$ cat config.mk
export PLATFORM = sky130hd
export DESIGN_NAME = fp_unpack
export DESIGN_NICKNAME = d
export VERILOG_FILES = /design/src/rtl/fp_unpack.sv
export SDC_FILE = /design/constraint.sdc
export NUM_CORES = 1
export LEC_CHECK = 0
export CAP_MARGIN = 10
export CORE_MARGIN = 2
export CORE_UTILIZATION = 35
export CTS_BUF_LIST = sky130_fd_sc_hd__clkbuf_8
export DETAILED_ROUTE_END_ITERATION = 10
export DONT_BUFFER_PORTS = 1
export PLACE_DENSITY = 0.55
export SLEW_MARGIN = 15
export SYNTH_ARGS = -nofsm -noshare
export SYNTH_HDL_FRONTEND = slang
export SYNTH_SLANG_ARGS = --single-unit
export TNS_END_PERCENT = 5
$ cat constraint.sdc
create_clock -name clock -period 3.3 [get_ports clock]
set_input_delay 0.825 -clock clock [delete_from_list [all_inputs] [get_ports clock]]
set_output_delay 0.825 -clock clock [all_outputs]
set_load 0.01 [all_outputs]
$ cat src/rtl/fp_unpack.sv
// Operand unpacker: IEEE-754 single -> sign, widened biased exponent, 24-bit significand, class flags.
// Two-stage valid/ready pipeline; subnormals are normalized so bit 23 is set for nonzero finite values.
module fp_unpack (
  input  logic        clock,
  input  logic        reset,
  input  logic        in_valid,
  output logic        in_ready,
  input  logic [31:0] fp_in,
  output logic        out_valid,
  input  logic        out_ready,
  output logic        out_sign,
  output logic [9:0]  out_exponent,
  output logic [23:0] out_significand,
  output logic        out_zero,
  output logic        out_inf,
  output logic        out_nan,
  output logic        out_snan,
  output logic        out_denorm
);

  typedef enum logic [2:0] {
    CLS_NORMAL,
    CLS_ZERO,
    CLS_DENORM,
    CLS_INF,
    CLS_NAN
  } fp_class_t;

  fp_class_t   in_cls;
  logic [4:0]  in_lz;

  logic        s1_valid;
  fp_class_t   s1_cls;
  logic        s1_sign;
  logic [7:0]  s1_exp;
  logic [22:0] s1_frac;
  logic [4:0]  s1_lz;

  logic [9:0]  s2_exp;
  logic [23:0] s2_sig;
  logic        advance;

  assign advance  = !out_valid || out_ready;
  assign in_ready = !s1_valid || advance;

  always_comb begin
    in_cls = CLS_NORMAL;
    in_lz  = '0;
    if (fp_in[30:23] == 8'h00) begin
      if (fp_in[22:0] == '0) begin
        in_cls = CLS_ZERO;
      end else begin
        in_cls = CLS_DENORM;
        // Last set bit scanning upward is the MSB of the fraction.
        for (int unsigned i = 0; i < 23; i++) begin
          if (fp_in[i]) in_lz = 5'(23 - i);
        end
      end
    end else if (fp_in[30:23] == 8'hFF) begin
      in_cls = (fp_in[22:0] == '0) ? CLS_INF : CLS_NAN;
    end
  end

  always_ff @(posedge clock or posedge reset) begin
    if (reset) begin
      s1_valid <= 1'b0;
      s1_cls   <= CLS_NORMAL;
      s1_sign  <= 1'b0;
      s1_exp   <= '0;
      s1_frac  <= '0;
      s1_lz    <= '0;
    end else if (in_ready) begin
      s1_valid <= in_valid;
      if (in_valid) begin
        s1_cls  <= in_cls;
        s1_sign <= fp_in[31];
        s1_exp  <= fp_in[30:23];
        s1_frac <= fp_in[22:0];
        s1_lz   <= in_lz;
      end
    end
  end

  always_comb begin
    s2_exp = '0;
    s2_sig = '0;
    case (s1_cls)
      CLS_NORMAL: begin
        s2_exp = {2'b00, s1_exp};
        s2_sig = {1'b1, s1_frac};
      end
      CLS_DENORM: begin
        s2_exp = 10'd1 - {5'd0, s1_lz};
        s2_sig = {1'b0, s1_frac} << s1_lz;
      end
      CLS_INF: begin
        s2_exp = 10'd255;
        s2_sig = 24'h800000;
      end
      CLS_NAN: begin
        s2_exp = 10'd255;
        s2_sig = {1'b1, s1_frac};
      end
      default: begin
        s2_exp = '0;
        s2_sig = '0;
      end
    endcase
  end

  always_ff @(posedge clock or posedge reset) begin
    if (reset) begin
      out_valid       <= 1'b0;
      out_sign        <= 1'b0;
      out_exponent    <= '0;
      out_significand <= '0;
      out_zero        <= 1'b0;
      out_inf         <= 1'b0;
      out_nan         <= 1'b0;
      out_snan        <= 1'b0;
      out_denorm      <= 1'b0;
    end else if (advance) begin
      out_valid <= s1_valid;
      if (s1_valid) begin
        out_sign        <= s1_sign;
        out_exponent    <= s2_exp;
        out_significand <= s2_sig;
        out_zero        <= (s1_cls == CLS_ZERO);
        out_inf         <= (s1_cls == CLS_INF);
        out_nan         <= (s1_cls == CLS_NAN);
        out_snan        <= (s1_cls == CLS_NAN) && !s1_frac[22];
        out_denorm      <= (s1_cls == CLS_DENORM);
      end
    end
  end

endmodule

==> impl_metrics.toml, run 1 <==
[global_route]
grt_max_degree = 59
grt_pass1_wl_mm = 23.3
first_global_vias = 4035
gr-usage-met2_pct = 30.3
grt_usage_pct = 20.5
grt_use_met1_pct = 29.2
top_usage_layer = "met2"
grt.met3_usage_pct = 4.55
grt_overflow_total = 0
antenna_found_initial = 0

[placed_design]
gp_congestion = 0.858
place_area_um2 = 5120
dp_cells = 647
place_hpwl_mm = 10.8
pre_cts_slack_ps = 599
portBuffers = 0

[worst_setup_path]
start_kind = "register"
endpoint = "out_significand[13]"
cp-startpoint = "s1_lz[1]"
critical_path_class = "register to register"
reg2regPathDepth = 5
critical_path.cell_chain = "buf_4 -> mux4_2 -> a21oi_1 -> a211oi_1 -> a211o_1"
crit_family = "compound AO/OA/AOI/OAI gates"
path_depth = 5
end_kind = "register"
critPathRequiredTime_ps = 3550
slowest_delay_ps = 870
crit_fanout = 19
rrSetupSlack_ps = 710
cp.arrival_ps = 2840
cp_num_buf_inv = 1
rr_startpoint = "s1_lz[1]"
regToRegEndpoint = "out_significand[13]"
crit_path_top_delay_cell = "dfrtp_1"

[power]
power_frac_seq_pct = 55.9
p_total_mw = 2.45
max-vdd-ir-drop_uv = 208
sw_frac_of_total_pct = 33.5
p_leak_nw = 2.13
internal_power_mw = 1.63
pwr-share-clk_pct = 25.5
p_per_area_nw_per_um2 = 465
combPwrFrac_pct = 18.6
switching_power_mw = 0.822

[run]
drv_cap = 0

[clock_tree]
clk_pin_slew_ps = 80
cts_buffers = 9
cts_hold_buffers = 0
root_buffer = "clkbuf_8"
cts_tree = "built"
clock_latency_ps = 370
clockBufferDepth = 2
htree_levels = 3
clkSinkCount = 81
cts_resized = 0
cts_setup_buffers = 0

[die]
dieArea_um2 = 15100
std_cell_rows = 43
die_width_um = 123
start_util_pct = 35.7
core-area_um2 = 13800
ioPinCount = 78
dieHeight_um = 123

[synth]
synth_fa_ha_area_share_pct = 0.254
synth-seq-cells = 81
synth_edf_count = 0
syn-cell-area_um2 = 4930
synth-main-ff-cell = "dfrtp_1"
synth.area.top_cells = "dfrtp_1 (41%), mux4_2 (10%), mux2_2 (8.4%)"
synth_cell_type_count = 65
yosysSeqAreaShare_pct = 41.1
synthSimpleGateAreaFrac_pct = 16.0
yosys_warnings = 0
synthMuxAreaShare_pct = 22.6
synth_area_leader_cell = "dfrtp_1"
synth_top_area_share_pct = 41.1
synth-compound-area-share_pct = 15.9
syn_area_per_cell_um2 = 10.1
syn_inst = 488
synth_top_family_by_area = "multiplexers"
syn_nets = 525
async_flop_share_pct = 100
synth_xor_area_share_pct = 0.355

[layout]
drive_gt1_share_pct = 20.3
finalInstanceArea_um2 = 5280
stdcell_count = 663
final_nets = 515
layout-area-overhead-vs-synth_pct = 6.92
layout.cells.most_common = "dfrtp_1"
layout_common_cells = "dfrtp_1 (81), nand2_1 (63), nor2_1 (37), mux2_2 (37), o21ai_0 (34)"
fill_cells = 1372
antennaDiodeCount = 0
finish.utilization_pct = 38.2

[sta]
worstMarginPinSlew_ps = 794
maxSlewViolCount = 0
skew_ps = 10.5
max_freq_ghz = 0.387
fin_ws_ps = 715
tns_ps = 0
slew_headroom_pct = 47.0
fin_hold_ws_ps = 448
rsz0062_at_grt = "no"
fin_crit_ps = 2590
setup_viol = 0
hold_viol_final = 0
period_share_pct = 78.3

[drt]
dr.pass1.iters = 5
first_iter_violations = 356
vias = 4021
antenna_left = 0
wl_per_cell_um = 22.1
viasPerCell = 6.06
drcViolationCount = 0
wl_mm = 14.7

[status]
status = "complete, no violations"

[min_path]
hp-class = "input pin to async pin"
==> power by group through the flow <==
stage          Clock (mW)  Sequential, mW  Combinational (mW)
2_1_floorplan           0            1.30               0.373
3_3_place_gp            0            1.38               0.449
3_5_place_dp            0            1.39               0.455
4_1_cts             0.645            1.37               0.457
5_1_grt             0.678            1.40               0.510
6_report            0.625            1.37               0.456
==> worst min path at each step <==
stage / from / end / slack [ps] / cells past startpoint
detailed placement: s1_sign / out_sign / 480 / 2
finish: reset / out_exponent[1] / 450 / 1
CTS: s1_sign / out_sign / 500 / 2
floorplan: s1_sign / out_sign / 430 / 2
global placement: s1_sign / out_sign / 470 / 2
global route: reset / out_exponent[1] / 510 / 1
==> cell usage after synthesis (3+ instances only) <==
master    instances
and2_1            6
inv_1             6
nor3_1           13
mux2i_1          18
o31ai_1           4
nand3_1           6
a21oi_1          21
a22oi_1           7
and3_1            5
nor4_1            5
nor2_1           37
mux2_2           37
o221ai_1          8
or4_1             4
a211oi_1          5
a221oi_1          3
buf_2             6
mux4_2           23
nor2b_1           3
clkbuf_1         22
o21ai_0          34
a32o_1            3
nand4_1           3
o22ai_1           3
buf_1             5
dfrtp_1          81
nand2_1          64
nand2b_1          8
==> metal layers <==
metal / vias up / routed length [um]
met4: 0 / 335
met3: 21 / 984
met5: - / 0
met2: 140 / 6770
met1: 2047 / 6590
li1: 1813 / -
==> sequential cells by signal, summed over array words and instances, names as in the netlist, 3 cells and up <==
name / flops
s1_frac: 23
s1_exp: 8
s1_cls: 3
s1_lz: 5
out_exponent: 9
out_significand: 24
==> logic make-up (layout without fill, tap and decap cells) <==
kind of cell,Yosys count,in the layout
buf+inv,45,40
flops,81,81
xor+xnor,2,2
mux,78,78
compound gates,116,116
fa+ha+maj,1,1
simple gates,165,165
==> cell type report <==
cell class / count / area (um2) / share of cell area (%)
Tap cell: 180 / 225 / 4.27
Inverter: 9 / 36.3 / 0.688
Timing Repair Buffer: 15 / 113 / 2.13
Clock inverter: 7 / 32.5 / 0.617
Clock buffer: 9 / 124 / 2.35
Sequential cell: 81 / 2030 / 38.4
Multi-Input combinational cell: 362 / 2720 / 51.5
Note: power is estimated with default switching activity, not from simulation.
==> inputs of run 2 (changes only) <==
==> constraint.sdc (replaced) <==
create_clock -name clock -period 2.55 [get_ports clock]
set_input_delay 0.6375 -clock clock [delete_from_list [all_inputs] [get_ports clock]]
set_output_delay 0.6375 -clock clock [all_outputs]
set_load 0.01 [all_outputs]
==> run 2 against run 1 <==
Net effect: setup slack got worse by 360 ps; clock power rose by 38%; final cell count rose by 2.6%; die area did not move; clock-buffer cell count rose by 2; power rose by 33%; utilization rose by 1.3 points; sequential power rose by 30%; critical path depth rose by 3; register-to-register slack got worse by 360 ps; combinational power rose by 34%; global-route usage fell by 0.31 points; critical endpoint is now out_exponent[5]; largest power group unchanged.
==> impl_metrics.toml, run 2 (synthesis results as in run 1) <==
[layout]
final_nets = 532
top_register = "out_significand"
multi_input_area_um2 = 2720
layout.cells.most_common = "dfrtp_1"
largestRegisters = "out_significand x24, s1_frac x23, out_exponent x9"
regArea_um2 = 2030
stdcell_count = 680
drive_gt1_share_pct = 23.4
layout-area-overhead-vs-synth_pct = 10.6
largest_reg_flops = 24
antennaDiodeCount = 0
fill_cells = 1349
layout_common_cells = "dfrtp_1 (81), nand2_1 (63), nor2_1 (37), mux2_2 (37), o21ai_0 (34)"

[worst_setup_path]
cp_num_buf_inv = 2
reg2regPathDepth = 8
path_depth = 8
slowest_delay_ps = 490
cp.arrival_ps = 2470
cp-startpoint = "s1_lz[1]"
critical_path_class = "register to register"
crit_top_cell = "o21ai_0"
end_kind = "register"
rr_startpoint = "s1_lz[1]"
start_kind = "register"
crit_path_top_delay_cell = "dfrtp_1"
crit_family = "compound AO/OA/AOI/OAI gates"
critical_path.cell_chain = "buf_4 -> inv_1 -> ha_1 -> nor3b_1 -> and2_1 -> o21ai_0 -> a21oi_1 -> o21ai_0"
critPathRequiredTime_ps = 2830
crit_fanout = 12

[power]
p_leak_nw = 2.23
max-vdd-ir-drop_uv = 366
p_per_area_nw_per_um2 = 596

[drt]
dr.pass1.iters = 5
antenna_left = 0
drcViolationCount = 0
first_iter_violations = 279
viasPerCell = 5.95
vias = 4045
wl_per_cell_um = 21.4
wl_mm = 14.6

[global_route]
grt_use_met1_pct = 29.2
antenna_found_initial = 0
top_usage_layer = "met2"
grt_usage_pct = 20.2
grt.met3_usage_pct = 4.79
grt_overflow_total = 0
grt_pass1_wl_mm = 23.2
grt_max_degree = 53
first_global_vias = 4031
gr-usage-met2_pct = 30.1

[die]
die_width_um = 123
ioPinCount = 78
dieHeight_um = 123
core-area_um2 = 13800
start_util_pct = 35.7
std_cell_rows = 43
dieArea_um2 = 15100

[clock_tree]
cts_tree = "built"
clk_pin_slew_ps = 80
clock_latency_ps = 370
cts_setup_buffers = 0
cts_resized = 0
clockBufferDepth = 2
clkSinkCount = 81
cts_hold_buffers = 0
htree_levels = 3
root_buffer = "clkbuf_8"
cts_buffers = 9

[placed_design]
pre_cts_slack_ps = 12.3
portBuffers = 0
place_hpwl_mm = 11.1
dp_cells = 664
gp_congestion = 0.871

[sta]
max_freq_ghz = 0.456
fin_hold_ws_ps = 228
setup_viol = 0
fin_ws_ps = 358
rsz0062_at_grt = "no"
tns_ps = 0
maxSlewViolCount = 0
period_share_pct = 85.9
hold_viol_final = 0
skew_ps = 9.36
slew_headroom_pct = 54.4
fin_crit_ps = 2190
worstMarginPinSlew_ps = 683

[status]
status = "complete, no violations"

[run]
drv_cap = 0

[min_path]
hp-class = "input pin to async pin"
run 2: cell types whose count changed in the layout (fill, tap and decap cells not counted):
cell	change
clkbuf_8	+2
buf_12	+3
buf_4	+14
inv_4	-1
clkinv_2	+1
inv_1	-2
run 2: final cells by class:
type / count / area share (%)
inverters: 9 / 0.687
flip-flops and latches: 81 / 37.1
clock buffers: 11 / 2.77
well taps: 180 / 4.12
multi-input cells: 362 / 49.8
clock inverters: 5 / 0.412
repair buffers: 32 / 5.09
run 2: metrics by stage:
step | cell area [um2] | util, % | power (mW)
floorplan | 4940 | - | 2.17
global placement | 5290 | 38.2 | 2.40
detailed placement | 5290 | 38.2 | 2.41
CTS | 5460 | 39.5 | 3.28
global route | 5460 | 39.5 | 3.44
finish | 5460 | 39.5 | 3.25
run 2: where the power goes:
group	leakage, nW	switching (mW)	internal, mW
registers	0.993	0.305	1.47
clock network	0.101	0.469	0.395
logic	1.14	0.291	0.320
total	2.23	1.07	2.19
run 2: metal layers:
layer  vias to the layer above  routed length [um]
li1                       1844                   -
met1                      2058                6620
met2                       130                6750
met3                        13                1010
met4                         0                 208
met5                         -                   0
run 2: path summary, 6_finish.rpt:
kind,slack [ps],end
min in group clock,380,s1_valid
max reg2reg,360,out_exponent[5]
max in group asynchronous,1640,s1_valid
min,230,out_significand[17]
max,360,out_exponent[5]
min reg2reg,480,out_sign
